<file path="src/rtl/frame_config_writer_if.sv">
`timescale 1ns/1ps
`default_nettype none
// ---------------------------------------------------------------------------
// frame_config_writer_if : 32-bit valid/ready word stream into the writer.
// Rev 1.0
// ---------------------------------------------------------------------------
interface frame_config_writer_if #(
  parameter int FrameBitsPerRow = 32
);
  logic [FrameBitsPerRow-1:0] s_data;
  logic                       s_valid;
  logic                       s_ready;

  modport master (output s_data, output s_valid, input s_ready);
  modport slave  (input s_data, input s_valid, output s_ready);
endinterface
`default_nettype wire

</file>
<file path="src/rtl/frame_config_writer.sv">
`timescale 1ns/1ps
`default_nettype none
// ---------------------------------------------------------------------------
// frame_config_writer : sync/header/data stream -> FrameData + FrameStrobe.
// Optional check-word stage: FRAME_CONFIG_CRC_EN.  Rev 1.0
// ---------------------------------------------------------------------------
module frame_config_writer #(
  parameter int                         FrameBitsPerRow = 32,
  parameter int                         MaxFramesPerCol = 20,
  parameter int                         NumRows         = 16,
  parameter logic [FrameBitsPerRow-1:0] SyncWord        = 32'hFAB0_FAB1
) (
  input  wire logic                                UserCLK,
  input  wire logic                                resetn,
  frame_config_writer_if.slave                     s_if,
  output logic [NumRows*FrameBitsPerRow-1:0]       FrameData,
  output logic [MaxFramesPerCol-1:0]               FrameStrobe,
  output logic [15:0]                              frames_written,
  output logic                                     cfg_active,
  output logic                                     err
);

  localparam int              CntW    = (NumRows > 1) ? $clog2(NumRows) : 1;
  localparam logic [CntW-1:0] LastRow = CntW'(NumRows - 1);
  localparam logic [8:0]      IdxLim  = 9'(MaxFramesPerCol);

  typedef enum logic [2:0] {
    ST_IDLE   = 3'd0,
    ST_HEADER = 3'd1,
    ST_DATA   = 3'd2,
    ST_STROBE = 3'd3,
    ST_CHECK  = 3'd4
  } state_t;

  state_t                               state_q, state_d;
  logic [7:0]                           idx_q, idx_d;
  logic [CntW-1:0]                      cnt_q, cnt_d;
  logic                                 drop_q, drop_d;
  logic [NumRows*FrameBitsPerRow-1:0]   data_q, data_d;
  logic [15:0]                          frames_q, frames_d;
  logic                                 active_q, active_d;
  logic                                 err_q, err_d;
`ifdef FRAME_CONFIG_CRC_EN
  logic [FrameBitsPerRow-1:0]           crc_q, crc_d;
`endif

  logic                                 ready;
  logic                                 hs;
  logic [FrameBitsPerRow-1:0]           word;
  logic [MaxFramesPerCol-1:0]           strobe;

  assign word  = s_if.s_data;
  assign ready = (state_q != ST_STROBE);
  assign hs    = s_if.s_valid & ready;

  always_ff @(posedge UserCLK or negedge resetn) begin
    if (!resetn) begin
      state_q  <= ST_IDLE;
      idx_q    <= '0;
      cnt_q    <= '0;
      drop_q   <= 1'b0;
      data_q   <= '0;
      frames_q <= '0;
      active_q <= 1'b0;
      err_q    <= 1'b0;
`ifdef FRAME_CONFIG_CRC_EN
      crc_q    <= '0;
`endif
    end else begin
      state_q  <= state_d;
      idx_q    <= idx_d;
      cnt_q    <= cnt_d;
      drop_q   <= drop_d;
      data_q   <= data_d;
      frames_q <= frames_d;
      active_q <= active_d;
      err_q    <= err_d;
`ifdef FRAME_CONFIG_CRC_EN
      crc_q    <= crc_d;
`endif
    end
  end

  always_comb begin
    state_d  = state_q;
    idx_d    = idx_q;
    cnt_d    = cnt_q;
    drop_d   = drop_q;
    data_d   = data_q;
    frames_d = frames_q;
    active_d = active_q;
    err_d    = err_q;
`ifdef FRAME_CONFIG_CRC_EN
    crc_d    = crc_q;
`endif

    unique case (state_q)
      ST_IDLE: begin
        if (hs && (word == SyncWord)) begin
          state_d  = ST_HEADER;
          active_d = 1'b1;
        end
      end

      ST_HEADER: begin
        if (hs) begin
          if (word[31]) begin
            state_d  = ST_IDLE;
            active_d = 1'b0;
          end else begin
            state_d = ST_DATA;
            idx_d   = word[7:0];
            cnt_d   = '0;
            drop_d  = ({1'b0, word[7:0]} >= IdxLim);
            if ({1'b0, word[7:0]} >= IdxLim) begin
              err_d = 1'b1;
            end
`ifdef FRAME_CONFIG_CRC_EN
            crc_d = word;
`endif
          end
        end
      end

      ST_DATA: begin
        if (hs) begin
          data_d[cnt_q*FrameBitsPerRow +: FrameBitsPerRow] = word;
          cnt_d = cnt_q + CntW'(1);
`ifdef FRAME_CONFIG_CRC_EN
          crc_d = crc_q ^ word;
          if (cnt_q == LastRow) begin
            state_d = ST_CHECK;
          end
`else
          if (cnt_q == LastRow) begin
            state_d = drop_q ? ST_HEADER : ST_STROBE;
          end
`endif
        end
      end

      ST_STROBE: begin
        frames_d = frames_q + 16'd1;
        state_d  = ST_HEADER;
      end

`ifdef FRAME_CONFIG_CRC_EN
      ST_CHECK: begin
        // A dropped frame eats its check word but never strobes.
        if (hs) begin
          if ((word == crc_q) && !drop_q) begin
            state_d = ST_STROBE;
          end else begin
            state_d = ST_HEADER;
            if (word != crc_q) begin
              err_d = 1'b1;
            end
          end
        end
      end
`endif

      default: begin
        state_d = ST_IDLE;
      end
    endcase
  end

  always_comb begin
    strobe = '0;
    if ((state_q == ST_STROBE) && !drop_q) begin
      for (int i = 0; i < MaxFramesPerCol; i++) begin
        strobe[i] = (idx_q == 8'(i));
      end
    end
  end

  assign s_if.s_ready   = ready;
  assign FrameData      = data_q;
  assign FrameStrobe    = strobe;
  assign frames_written = frames_q;
  assign cfg_active     = active_q;
  assign err            = err_q;

endmodule
`default_nettype wire

</file>
<file path="src/flat_wrapper.sv">
// flat-port wrapper written by rule: the top's interface ports become plain ports
module frame_config_writer_flat 
#(
  parameter int                         FrameBitsPerRow = 32,
  parameter int                         MaxFramesPerCol = 20,
  parameter int                         NumRows         = 16,
  parameter logic [FrameBitsPerRow-1:0] SyncWord        = 32'hFAB0_FAB1
)
  (UserCLK, resetn, FrameData, FrameStrobe, frames_written, cfg_active, err, s_if_s_data, s_if_s_valid, s_if_s_ready);
  frame_config_writer_if #(.FrameBitsPerRow(FrameBitsPerRow)) s_if_i ();
  input  wire logic UserCLK;
  input  wire logic resetn;
  output logic [NumRows*FrameBitsPerRow-1:0] FrameData;
  output logic [MaxFramesPerCol-1:0] FrameStrobe;
  output logic [15:0] frames_written;
  output logic cfg_active;
  output logic err;
  input wire logic [$bits(s_if_i.s_data)-1:0] s_if_s_data;
  input wire logic [$bits(s_if_i.s_valid)-1:0] s_if_s_valid;
  output wire logic [$bits(s_if_i.s_ready)-1:0] s_if_s_ready;
  assign s_if_i.s_data = s_if_s_data;
  assign s_if_i.s_valid = s_if_s_valid;
  assign s_if_s_ready = s_if_i.s_ready;
  frame_config_writer #(.FrameBitsPerRow(FrameBitsPerRow), .MaxFramesPerCol(MaxFramesPerCol), .NumRows(NumRows), .SyncWord(SyncWord)) u_core (.UserCLK(UserCLK), .resetn(resetn), .s_if(s_if_i), .FrameData(FrameData), .FrameStrobe(FrameStrobe), .frames_written(frames_written), .cfg_active(cfg_active), .err(err));
endmodule
</file>
<file path="config.mk">
export PLATFORM = sky130hd
export DESIGN_NAME = frame_config_writer_flat
export DESIGN_NICKNAME = d
export VERILOG_FILES = /design/src/rtl/frame_config_writer_if.sv /design/src/rtl/frame_config_writer.sv /design/src/flat_wrapper.sv
export SDC_FILE = /design/constraint.sdc
export NUM_CORES = 1
export LEC_CHECK = 0
export ABC_AREA = 1
export BUFFER_PORTS_ARGS = -buffer_cell sky130_fd_sc_hd__buf_2
export CELL_PAD_IN_SITES_DETAIL_PLACEMENT = 1
export CELL_PAD_IN_SITES_GLOBAL_PLACEMENT = 2
export CORE_ASPECT_RATIO = 0.6
export CORE_UTILIZATION = 33
export DETAILED_ROUTE_END_ITERATION = 12
export GPL_TIMING_DRIVEN = 0
export PLACE_DENSITY_LB_ADDON = 0.1
export SYNTH_ARGS = -nofsm -noshare
export SYNTH_HDL_FRONTEND = slang
export SYNTH_SLANG_ARGS = --single-unit
</file>
<file path="constraint.sdc">
create_clock -name UserCLK -period 6.4 [get_ports UserCLK]
set_clock_uncertainty 0.2 [all_clocks]
set_input_delay 0.64 -clock UserCLK [delete_from_list [all_inputs] [get_ports UserCLK]]
set_output_delay 0.64 -clock UserCLK [all_outputs]
set_load 0.005 [all_outputs]
</file>
# Word-level counts from Yosys, hierarchy flattened
# Cells that the tools add are included.
dict set report op_classes {
  add_sub_neg 3
  n_mul 0
  n_div 0
  order_cmp 1
  eq_ne 31
  shifts 2
  n_mux 17
  bitwise 2
  n_reduce_logical 13
}
# cell count
set ops {}
lappend ops {{$bwmux 512} 1}
lappend ops {{$shift 32x34->512 const A} 1}
lappend ops {{$shiftx 32x34->512} 1}
lappend ops {{$eq 8x4->1 const B} 8}
lappend ops {{$neg 9->34} 1}
lappend ops {{$eq 32x32->1 const B} 1}
lappend ops {{$eq 8x3->1 const B} 4}
lappend ops {{$eq 8x5->1 const B} 4}
lappend ops {{$mux 20} 1}
lappend ops {{$add 16x1->16 const B} 1}
lappend ops {{$eq 8x2->1 const B} 2}
lappend ops {{$reduce_and 4->1} 4}
lappend ops {{$mux 3} 4}
lappend ops {{$mux 4} 3}
lappend ops {{$pmux 3 s4} 1}
lappend ops {{$eq 8x1->1 const B} 1}
lappend ops {{$ge 8x5->1 const B} 1}
lappend ops {{$logic_not 8->1} 1}
lappend ops {{$ne 2x1->1 const B} 4}
lappend ops {{$pmux 4 s2} 1}
lappend ops {{$eq 3x2->1 const B} 2}
lappend ops {{$add 4x1->4 const B} 1}
lappend ops {{$eq 4x4->1 const B} 1}
lappend ops {{$mux 2} 2}
lappend ops {{13 further kinds} 18}
dict set report word_totals {
  reg_bits 546
  latch_bits 0
  ram_bits 0
  romBits 0
  inputBits 35
  output_inout_bits 551
  wordCells 77
  n_memories 0
}

# Logic depth before layout (Yosys ltp)
# Gate-level depths: netlist of the first run.
dict set report logic_depth {
  ltp_word 5
  mapped_depth 13
  ltp_nobuf 10
}

# Worst setup path after synthesis of the first run
# OpenSTA, ideal clock, no wires.
dict set report synth_timing {
  kind {flip-flop to flip-flop}
  start {register u_core.cnt_q[0]}
  end {register u_core.data_q[10] (netlist: u_core.FrameData[10])}
  arrival_time_ps 2223
  required_time_ps 6070
  setup_slack_ps 3848
  path_stages_with_launch 13
  n_path_buf 4
  period_less_slack_ps 2552
  path_cell_list {dfrtp_1 -> buf_2 -> nor3_1 -> ha_1 -> buf_2 -> inv_1 -> buf_2 -> nand2_1 -> nor2_1 -> nand3_1 -> clkbuf_1 -> nand2_1 -> o21ai_0}
}
dict set report synth_via {
  elab_chain_len 3
  elab_cells_between_ends 4
  classes_between {add/sub (1); shift (2); mux (1)}
}
# element line_no
set synth_rtl {}
lappend synth_rtl {{start: declaration} frame_config_writer.sv:37} ;# logic [CntW-1:0] cnt_q, cnt_d;
lappend synth_rtl {{start signal: assignment} frame_config_writer.sv:72} ;# cnt_q <= cnt_d;
lappend synth_rtl {{$neg 9->34 (*)} frame_config_writer.sv:127} ;# data_d[cnt_q*FrameBitsPerRow +: FrameBitsPerRow] = word;
lappend synth_rtl {{$shiftx 32x34->512 or $shift 32x34->512 (tied branches)} frame_config_writer.sv:127}
lappend synth_rtl {{$bwmux 512 (*)} frame_config_writer.sv:127}
lappend synth_rtl {{end signal: assignment} frame_config_writer.sv:74} ;# data_q <= data_d;
lappend synth_rtl {{end: declaration} frame_config_writer.sv:39} ;# logic [NumRows*FrameBitsPerRow-1:0] data_q, data_d;
# Mark *: on every way between the ends. The rest lies on a longest branch, timed or not.
# A chain may end at the register's enable or synchronous reset.

# Worst setup path after layout of the first run
dict set report layout_timing {
  start {register u_core.cnt_q[0]}
  end {register u_core.data_q[383] (netlist: u_core.FrameData[383])}
}
# The elaborated chain is that of the path after synthesis.

==> impl_metrics.py, run 1 <==
metrics = {
    "clocking": {
        "clock_sinks": 545,
        "cts_made_buffers": 56,
        "worst_skew_pair.late_latency_ps": 640,
        "postCtsResizedCells": 0,
        "post_cts_hold_buffer_count": 1,
        "post-cts-setup-buffers": 0,
        "tritoncts": "done",
        "clk_pin_slew_worst_paths_ps": 70,
        "htree_num_levels": 2,
        "root_buffer": "clkbuf_16",
        "ctsLongestPathBuffers": 3,
    },
    "final_layout": {
        "post_route_cells_drive_above_1_share_pct": 21.6,
        "area_delta_synth_final_pct": 24.2,
        "number_of_nets_in_the_layout": 3775,
        "finish.instance_area_sq_mm": 0.0310,
    },
    "route": {
        "wire_per_inst_um": 24.1,
        "post-route-drc-count": 0,
        "number_of_detailed_routing_iterations_run_before_antenna_repair": 7,
        "antenna_left": 0,
        "detail_route.vias_per_cell": 5.17,
        "detailedRoute.firstIterationViolations": 1854,
        "num_vias": 24633,
        "totalWireLength_um": 115000,
    },
    "grt": {
        "first_global_vias": 25354,
        "largest_net_degree_at_the_start_of_global_routing": 116,
        "globalRouteTotalUtil_pct": 29.6,
        "first_pass_grt_wire_length_um": 169000,
        "grt_antenna_before_repair": 7,
        "global_route.overflow_total": 0,
    },
    "setup_path": {
        "critical_path.slowest_cell": "clkbuf_1",
        "timing.critical_path.arrival_ps": 4300,
        "critical_path.cell_chain": "buf_2 > nor3_1 > ha_1 > buf_2 > clkbuf_1 > clkbuf_1 > nor3_1 > nand3_1 > nand2_1",
        "setup.worst_path.class": "reg -> reg",
        "worst_setup_path_end_kind": "flip-flop",
        "slowest_delay_ps": 1020,
        "critPathMaxFanout": 10,
        "launching_element_type_of_the_critical_path": "flip-flop",
        "worst_ep_required_time_ps": 6710,
    },
    "timing": {
        "setup-tns-final_ps": 0,
        "clock.fmax_mhz": 250,
        "worst_slew_margin_rel_pct": 11.0,
        "grt_setup_unrepaired": "false",
        "slew_limit_fails": 0,
        "worst_pin_slew_ps": 1340,
        "fin_crit_sh_pct": 62.4,
        "finalHoldViolCount": 0,
        "finalCriticalPeriod_ps": 3990,
        "setup_viol": 0,
    },
    "synthesis": {
        "synth_most_common_cell": "nand2_1",
        "ys.flop_type": "dfrtp_1",
        "netlist.top_cell.by_area": "dfrtp_1",
        "synth.top_cell.area_share_pct": 54.7,
        "synthCells": 3108,
        "synth.cells.most_frequent": "nand2_1, dfrtp_1, nand3_1",
        "syn-mean-instance-area_sq_um": 8.02,
        "synth_top_cells_by_area": "dfrtp_1, nand2_1, nand3_1",
        "cell_variety_after_synth": 34,
        "synth-edff-count": 0,
        "synth-seq-area-share_pct": 54.7,
        "netlist_area_sq_mm": 0.0249,
        "synth_async_sr_flop_share_pct": 100,
        "yosys_warnings": 0,
        "postSynthNetCount": 3147,
        "synth_seq_cells": 545,
    },
    "pwr": {
        "max_vdd_drop_mv": 0.188,
        "powerDensity_mw_per_mm2": 239,
        "power.total_mw": 7.39,
        "cellLeakagePower_nw": 16.7,
    },
    "worst_hold_path": {
        "hold_path_class": "in -> reg",
    },
    "placed_design": {
        "port_buffers": 564,
        "dpl.hpwl_um": 87300,
        "placedInstanceArea_sq_mm": 0.0291,
        "place.gp.congestion": 0.860,
    },
    "floorplanning": {
        "floorplan.rows": 77,
        "boundaryPins": 586,
        "floorplan.initialDensity_pct": 33.6,
        "dieArea_sq_mm": 0.0767,
        "chipHeight_um": 215,
        "die_width_um": 357,
        "fp.coreArea_sq_mm": 0.0742,
    },
    "run_status": {
        "result_of_the_run": "complete, no violations",
    },
    "flow_run": {
        "maxCapViolCount": 0,
    },
}
[layout make-up]
class	instances	area [sq um]
tap	987	1230
clock buffer	75	1580
fill	9122	43200
timing repair buffer	570	2980
buffer	260	1210
clock inverter	24	238
antenna	1	2.50
inverter	82	308
sequential	545	13600
multi-input combinational	2221	9780
[worst paths after layout]
kind                            depth (start not counted)                     to  slack, ps                  start
worst max-delay path                                    9  u_core.FrameData[383]       2410        u_core.cnt_q[0]
worst min-delay path                                    4      u_core.state_q[0]        150           s_if_s_valid
worst max register to register                          9  u_core.FrameData[383]       2410        u_core.cnt_q[0]
worst min register to register                          2  u_core.FrameData[308]        270  u_core.FrameData[308]
max in group asynchronous                               6  u_core.FrameData[437]       3320                 resetn
min in group asynchronous                               2  u_core.FrameData[464]        290                 resetn
[cells in the final DEF (no fill, tap or decap), types with 17 or more instances in the layout]
| cell | count |
|---|---|
| nand3_1 | 338 |
| nor2_1 | 124 |
| buf_1 | 17 |
| o21ai_1 | 71 |
| buf_4 | 28 |
| dfrtp_1 | 545 |
| o21ai_0 | 165 |
| nand4_1 | 24 |
| clkbuf_16 | 57 |
| or2_0 | 26 |
| clkbuf_1 | 132 |
| buf_2 | 645 |
| nand2_1 | 1147 |
| inv_1 | 76 |
| nor3_1 | 269 |
[flip-flops by register name (all words and copies together), names as in the netlist]
register               count
u_core.state_q             2
u_core.drop_q              1
u_core.idx_q               8
u_core.cfg_active          1
u_core.FrameData         512
u_core.err                 1
u_core.frames_written     16
u_core.cnt_q               4
[cells by family (layout without fill, tap and decap cells)]
group | after synthesis | in the layout | synth area share, %
AND/OR/NAND/NOR | 1964 | 1964 | 33.7
flip-flops | 545 | 545 | 54.7
buffers and inverters | 342 | 1011 | 6.07
AO/OA/AOI/OAI | 242 | 242 | 4.88
XOR/XNOR | 11 | 11 | 0.462
adder cells (fa/ha/maj) | 4 | 4 | 0.201
other | 0 | 1 | 0
[layer usage]
layer | vias to the layer above | routed length (um) | part of all wire, % | global-route usage, %
li1 | 11311 | - | - | -
met1 | 12497 | 52800 | 46 | 41.2
met2 | 661 | 52700 | 46 | 47.1
met3 | 164 | 6470 | 5.6 | 5.33
met4 | 0 | 3100 | 2.7 | 7.99
met5 | - | 0 | 0 | 0
[report_power, final]
group | leakage, nW | switching (mW) | internal (mW)
registers | 7.59 | 0.00173 | 3.45
logic | 8.20 | 0.453 | 0.100
clock network | 0.899 | 1.50 | 1.89
[worst max-delay path, delay by kind of cell, from the launching register on]
kind,cells,cell delay (ps)
flops,1,400
fa+ha+maj,1,180
simple gates,4,730
buf+inv,4,2320
[stage by stage]
stage | utilization [%] | hold slack [ps] | instances | worst slack [ps]
2_1_floorplan | - | 144 | 3108 | 3850
3_3_place_gp | 39.1 | 251 | 4659 | -6860
3_5_place_dp | 39.3 | 255 | 4664 | 2550
4_1_cts | 41.7 | 127 | 4764 | 2520
5_1_grt | 41.7 | 169 | 4764 | 2320
6_report | 41.7 | 155 | 4765 | 2410
Power figures use the tool's default switching activity.
==> run 2: changes to the inputs <==
--- a/config.mk
+++ b/config.mk
@@ -5,12 +5,12 @@
 export SDC_FILE = /design/constraint.sdc
 export NUM_CORES = 1
 export LEC_CHECK = 0
-export ABC_AREA = 1
+export ABC_AREA = 0
 export BUFFER_PORTS_ARGS = -buffer_cell sky130_fd_sc_hd__buf_2
 export CELL_PAD_IN_SITES_DETAIL_PLACEMENT = 1
 export CELL_PAD_IN_SITES_GLOBAL_PLACEMENT = 2
 export CORE_ASPECT_RATIO = 0.6
-export CORE_UTILIZATION = 33
+export CORE_UTILIZATION = 31
 export DETAILED_ROUTE_END_ITERATION = 12
 export GPL_TIMING_DRIVEN = 0
 export PLACE_DENSITY_LB_ADDON = 0.1
==> constraint.sdc (replaced) <==
create_clock -name UserCLK -period 3.4 [get_ports UserCLK]
set_clock_uncertainty 0.2 [all_clocks]
set_input_delay 0.34 -clock UserCLK [delete_from_list [all_inputs] [get_ports UserCLK]]
set_output_delay 0.34 -clock UserCLK [all_outputs]
set_load 0.005 [all_outputs]
==> impl_metrics.py, run 2 <==
metrics = {
    "run_status": {
        "result_of_the_run": "complete, no violations",
    },
    "placed_design": {
        "place_worst_setup_slack_ps": -730,
        "port_buffers": 585,
        "placedInstanceArea_sq_mm": 0.0273,
        "dpl.hpwl_um": 68600,
        "place.gp.congestion": 0.811,
        "numPlacedInstances": 3495,
    },
    "synthesis": {
        "syn-mean-instance-area_sq_um": 11.9,
        "synth.cells.most_frequent": "dfrtp_1, mux2_2, o21ai_0",
        "netlist.top_cell.by_area": "dfrtp_1",
        "synth_seq_cells": 545,
        "netlist_area_sq_mm": 0.0229,
        "synth.top_cell.area_share_pct": 59.5,
        "cell_variety_after_synth": 53,
        "synth_most_common_cell": "dfrtp_1",
        "ys.flop_type": "dfrtp_1",
        "synth_async_sr_flop_share_pct": 100,
        "synth-edff-count": 0,
        "synth-seq-area-share_pct": 59.5,
        "synthCells": 1926,
        "synth_top_cells_by_area": "dfrtp_1, mux2_2, o21ai_0",
        "postSynthNetCount": 1965,
        "yosys_warnings": 0,
    },
    "grt": {
        "grt_antenna_before_repair": 10,
        "globalRouteTotalUtil_pct": 24.3,
        "largest_net_degree_at_the_start_of_global_routing": 115,
        "first_pass_grt_wire_length_um": 135000,
        "first_global_vias": 19128,
        "global_route.overflow_total": 0,
    },
    "timing": {
        "worst_pin_slew_ps": 1020,
        "finalCriticalPeriod_ps": 3270,
        "finalHoldViolCount": 0,
        "clock.fmax_mhz": 306,
        "slew_limit_fails": 0,
        "layout_setup_ws_ps": 133,
        "setup-tns-final_ps": 0,
        "worst_slew_margin_rel_pct": 31.9,
        "grt_setup_unrepaired": "true",
        "fin_crit_sh_pct": 96.1,
        "setup_viol": 0,
    },
    "route": {
        "num_vias": 18277,
        "antenna_left": 0,
        "totalWireLength_um": 92500,
        "detailedRoute.firstIterationViolations": 1106,
        "number_of_detailed_routing_iterations_run_before_antenna_repair": 5,
        "post-route-drc-count": 0,
        "wire_per_inst_um": 25.4,
        "detail_route.vias_per_cell": 5.01,
    },
    "pwr": {
        "share_seq_of_total_power_pct": 48.2,
        "cellInternalPower_mw": 10.3,
        "switching_share_pct": 23.1,
        "pwr-share-clk_pct": 48.7,
        "powerDensity_mw_per_mm2": 450,
        "switching_power_mw": 3.11,
        "cellLeakagePower_nw": 16.1,
        "max_vdd_drop_mv": 0.333,
        "combPwrFrac_pct": 3.1,
    },
    "setup_path": {
        "critPathMaxFanout": 10,
        "setup.worst_path.class": "reg -> reg",
        "worst_r2r_path_depth": 11,
        "setup.worst_path.start": "u_core.cnt_q[0]",
        "timing.critical_path.arrival_ps": 3560,
        "worst_ep_required_time_ps": 3690,
        "worstReg2RegEnd": "u_core.FrameData[479]",
        "worst_setup_path_end_kind": "flip-flop",
        "launching_element_type_of_the_critical_path": "flip-flop",
        "ff2ff_setup_slack_ps": 130,
        "timing.critical_path.to": "u_core.FrameData[479]",
        "r2r-start": "u_core.cnt_q[0]",
    },
    "floorplanning": {
        "chipHeight_um": 213,
        "dieArea_sq_mm": 0.0751,
        "boundaryPins": 586,
        "floorplan.rows": 76,
        "floorplan.initialDensity_pct": 31.7,
        "die_width_um": 353,
        "fp.coreArea_sq_mm": 0.0725,
    },
    "clocking": {
        "clock_sinks": 545,
        "htree_num_levels": 2,
        "clk_pin_slew_worst_paths_ps": 60,
        "cts_made_buffers": 56,
        "tritoncts": "done",
        "root_buffer": "clkbuf_16",
        "ctsLongestPathBuffers": 3,
        "worst_skew_pair.late_latency_ps": 610,
    },
    "final_layout": {
        "number_of_nets_in_the_layout": 2664,
        "register_area_sq_mm": 0.0136,
        "multi_input_comb_area_sq_mm": 0.00836,
        "fin_cells": 3648,
        "post_route_cells_drive_above_1_share_pct": 42.8,
        "finish.instance_area_sq_mm": 0.0299,
        "num-fill-cells": 7943,
        "mostFrequentLayoutCells": "buf_2, dfrtp_1, mux2_2, o21ai_0, nand2_1",
        "largest_register_ff_count": 512,
        "area_delta_synth_final_pct": 30.2,
        "final_common_cell": "buf_2",
    },
    "flow_run": {
        "maxCapViolCount": 0,
    },
    "worst_hold_path": {
        "hold_path_class": "in -> async",
    },
}
==> run 2: cell count changes in the layout (fill, tap and decap cells not counted), sizes merged, moves of 33 or more <==
cell | before | now
and3 | 0 | 97
o31ai | 0 | 64
dlygate4sd3 | 1 | 34
nor3 | 269 | 52
buf | 698 | 658
nand2 | 1155 | 149
nand3 | 343 | 73
mux2 | 0 | 310
nor2 | 135 | 26
==> run 2: metrics by stage <==
step / utilization (%) / power [mW] / hold slack, ps
after floorplan: - / 6.68 / -156
after global placement: 37.4 / 6.99 / 243
after detailed placement: 37.7 / 7.01 / 78.2
after CTS: 41.0 / 13.6 / 0.0255
after global routing: 41.2 / 13.9 / 24.6
final: 41.2 / 13.5 / 49.8
==> run 2: critical path: stages, from the launching register on <==
cell and delay (ps):
dfrtp_1 460, buf_4 230, nor3_1 200, ha_1 250, buf_2 200, clkinvlp_4 200, nand3_1 130, clkbuf_4 280
nor3_4 220, buf_4 170, clkbuf_4 260, mux2_1 340
==> run 2: cells by family (layout without fill, tap and decap cells) <==
family	Yosys count	in the layout	share of synthesized area, %
AO/OA/AOI/OAI	339	339	9.49
XOR/XNOR	18	18	0.720
adder cells (fa/ha/maj)	4	4	0.218
buffers and inverters	256	999	4.69
flip-flops	545	545	59.5
multiplexers	310	310	15.2
other	0	4	0
AND/OR/NAND/NOR	454	454	10.2
==> run 2: area by class of cell <==
class | instances | share of cell area (%)
multi-input cells | 1125 | 28.0
clock inverters | 26 | 1.01
repair buffers | 643 | 12.0
plain buffers | 182 | 2.87
flip-flops and latches | 545 | 45.7
inverters | 72 | 0.918
diodes | 4 | 0.0335
well taps | 975 | 4.08
clock buffers | 76 | 5.42
==> run 2: per-layer routing <==
layer / track usage [%] / share of wire (%) / vias to the layer above
li1: - / - / 8128
met1: 34.1 / 46 / 9556
met2: 37.8 / 46 / 479
met3: 5.58 / 6.0 / 114
met4: 6.25 / 2.4 / 0
met5: 0 / 0 / -
==> run 2: repair_timing <==
action                                 4_1_cts  5_1_grt
resized for setup                           23       48
setup endpoints to repair                  286      367
buffers inserted                             8        7
endpoints found under the hold margin      419        0
pin swaps                                    3        4
hold buffers                                34        0
==> run 2: how the worst min path moves through the flow <==
| stage | to | start | cells past startpoint |
|---|---|---|---|
| 5_1_grt | u_core.FrameData[71] | s_if_s_data[7] | 3 |
| 6_report | u_core.FrameData[438] | resetn | 2 |
| 3_5_place_dp | u_core.FrameData[183] | resetn | 1 |
| 2_1_floorplan | u_core.FrameData[0] | resetn | 0 |
| 3_3_place_gp | u_core.err | u_core.err | 1 |
| 4_1_cts | u_core.FrameData[439] | resetn | 2 |
==> run 2: power by group through the flow <==
| stage | registers, mW | logic (mW) | clock network [mW] |
|---|---|---|---|
| after floorplan | 6.61 | 0.0728 | 0 |
| after global placement | 6.61 | 0.381 | 0 |
| after detailed placement | 6.60 | 0.408 | 0 |
| after CTS | 6.48 | 0.439 | 6.71 |
| after global routing | 6.48 | 0.463 | 6.96 |
| final | 6.48 | 0.422 | 6.55 |
==> run 3: changes to the inputs <==
--- a/config.mk
+++ b/config.mk
@@ -10,7 +10,7 @@
 export CELL_PAD_IN_SITES_DETAIL_PLACEMENT = 1
 export CELL_PAD_IN_SITES_GLOBAL_PLACEMENT = 2
 export CORE_ASPECT_RATIO = 0.6
-export CORE_UTILIZATION = 31
+export CORE_UTILIZATION = 30
 export DETAILED_ROUTE_END_ITERATION = 12
 export GPL_TIMING_DRIVEN = 0
 export PLACE_DENSITY_LB_ADDON = 0.1
==> impl_metrics.py, run 3 (synthesis gave the netlist of run 2 again) <==
metrics = {
    "timing": {
        "holdWs_ps": 105,
        "worst_slew_margin_rel_pct": 27.1,
        "finalHoldViolCount": 0,
        "setup_viol": 0,
        "setup-tns-final_ps": 0,
        "clock.fmax_mhz": 311,
        "fin_crit_sh_pct": 94.5,
        "layout_setup_ws_ps": 187,
        "finalCriticalPeriod_ps": 3210,
        "slew_limit_fails": 0,
        "worst_pin_slew_ps": 1090,
    },
    "clocking": {
        "clk_pin_slew_worst_paths_ps": 70,
        "clock_sinks": 545,
        "tritoncts": "done",
        "htree_num_levels": 2,
        "worst_skew_pair.late_latency_ps": 610,
        "root_buffer": "clkbuf_16",
        "ctsLongestPathBuffers": 3,
        "cts_made_buffers": 55,
    },
    "final_layout": {
        "largest_register_ff_count": 512,
        "multi_input_comb_area_sq_mm": 0.00836,
        "fin_cells": 3663,
        "number_of_nets_in_the_layout": 2656,
        "register_area_sq_mm": 0.0136,
        "mostFrequentLayoutCells": "buf_2, dfrtp_1, mux2_2, o21ai_0, nand2_1",
        "post_route_cells_drive_above_1_share_pct": 43.0,
        "num-fill-cells": 8318,
        "final_common_cell": "buf_2",
        "area_delta_synth_final_pct": 30.4,
    },
    "setup_path": {
        "critPathMaxFanout": 10,
        "worst_setup_path_end_kind": "flip-flop",
        "setup.worst_path.class": "reg -> reg",
        "timing.critical_path.arrival_ps": 3570,
        "slowest_delay_ps": 430,
        "crit_buf_inv": 6,
        "worst_ep_required_time_ps": 3760,
        "worst_path_dominant_cell_family": "buffers and inverters",
        "total_stage_count_of_the_critical_path": 11,
        "worst_r2r_path_depth": 11,
        "critical_path.slowest_cell": "dfrtp_2",
        "critical_path.cell_chain": "buf_4 > inv_1 > ha_1 > buf_2 > nand2b_1 > buf_2 > nor2_2 > and3_1 > buf_2 > buf_2 > a31o_2",
        "launching_element_type_of_the_critical_path": "flip-flop",
        "timing.critical_path.mode_cell": "buf_2",
    },
    "grt": {
        "largest_net_degree_at_the_start_of_global_routing": 109,
        "first_global_vias": 19257,
        "first_pass_grt_wire_length_um": 137000,
        "global_route.overflow_total": 0,
        "grt_antenna_before_repair": 9,
        "globalRouteTotalUtil_pct": 23.8,
    },
    "placed_design": {
        "place.gp.congestion": 0.789,
        "dpl.hpwl_um": 69100,
        "numPlacedInstances": 3519,
        "place_worst_setup_slack_ps": -818,
        "port_buffers": 585,
    },
    "route": {
        "post-route-drc-count": 0,
        "num_vias": 18370,
        "totalWireLength_um": 92900,
        "detailedRoute.firstIterationViolations": 1304,
        "wire_per_inst_um": 25.4,
        "antenna_left": 0,
        "number_of_detailed_routing_iterations_run_before_antenna_repair": 7,
        "detail_route.vias_per_cell": 5.02,
    },
    "floorplanning": {
        "dieArea_sq_mm": 0.0776,
        "fp.coreArea_sq_mm": 0.0756,
        "floorplan.initialDensity_pct": 30.3,
        "chipHeight_um": 216,
        "floorplan.rows": 78,
        "boundaryPins": 586,
        "die_width_um": 359,
    },
    "pwr": {
        "powerDensity_mw_per_mm2": 455,
        "max_vdd_drop_mv": 0.336,
        "cellLeakagePower_nw": 16.1,
    },
    "worst_hold_path": {
        "hold_path_class": "in -> async",
    },
    "run_status": {
        "result_of_the_run": "complete, no violations",
    },
    "flow_run": {
        "maxCapViolCount": 0,
    },
}
==> run 3: area by class of cell <==
cell class,count,area share [%]
Antenna cell,2,0.0167
Buffer,178,2.82
Clock buffer,76,5.41
Clock inverter,25,1.15
Inverter,72,0.916
Multi-Input combinational cell,1125,28.0
Sequential cell,545,45.6
Tap cell,1000,4.18
Timing Repair Buffer,640,11.9
==> run 3: per-layer routing <==
| layer | global-route usage, % | wire length, um | vias to the layer above |
|---|---|---|---|
| li1 | - | - | 8121 |
| met1 | 33.0 | 43000 | 9667 |
| met2 | 36.8 | 42200 | 463 |
| met3 | 6.06 | 5510 | 119 |
| met4 | 6.24 | 2190 | 0 |
| met5 | 0 | 0 | - |
==> run 3: through the flow <==
| stage | util [%] | power (mW) | cell area (sq um) |
|---|---|---|---|
| after global routing | 39.5 | 14.1 | 29900 |
| after global placement | 35.9 | 6.99 | 27100 |
| final | 39.5 | 13.6 | 29900 |
| after floorplan | - | 6.68 | 22900 |
| after detailed placement | 36.1 | 7.01 | 27300 |
| after CTS | 39.4 | 13.8 | 29800 |
==> run 3: what timing repair did <==
| item | in CTS | in global routing |
|---|---|---|
| endpoints found under the hold margin | 159 | 0 |
| pin swaps | 3 | 5 |
| hold buffers | 34 | 0 |
| endpoints found under the setup margin | 380 | 492 |
| gates cloned | 0 | 0 |
| resized for setup | 30 | 50 |
| buffers inserted | 7 | 6 |
==> run 3: final timing paths <==
path | from | to | slack (ps)
worst max-delay path | u_core.cnt_q[0] | u_core.FrameData[466] | 190
worst min-delay path | resetn | u_core.FrameData[440] | 110
worst max register to register | u_core.cnt_q[0] | u_core.FrameData[466] | 190
worst min register to register | u_core.err | u_core.err | 260
max in group asynchronous | resetn | u_core.FrameData[395] | 1320
min in group UserCLK | u_core.err | u_core.err | 260
==> run 3: power breakdown <==
| group | switching, mW | internal [mW] |
|---|---|---|
| combinational | 0.344 | 0.0791 |
| clock | 2.78 | 3.93 |
| sequential | 0.00000000882 | 6.48 |
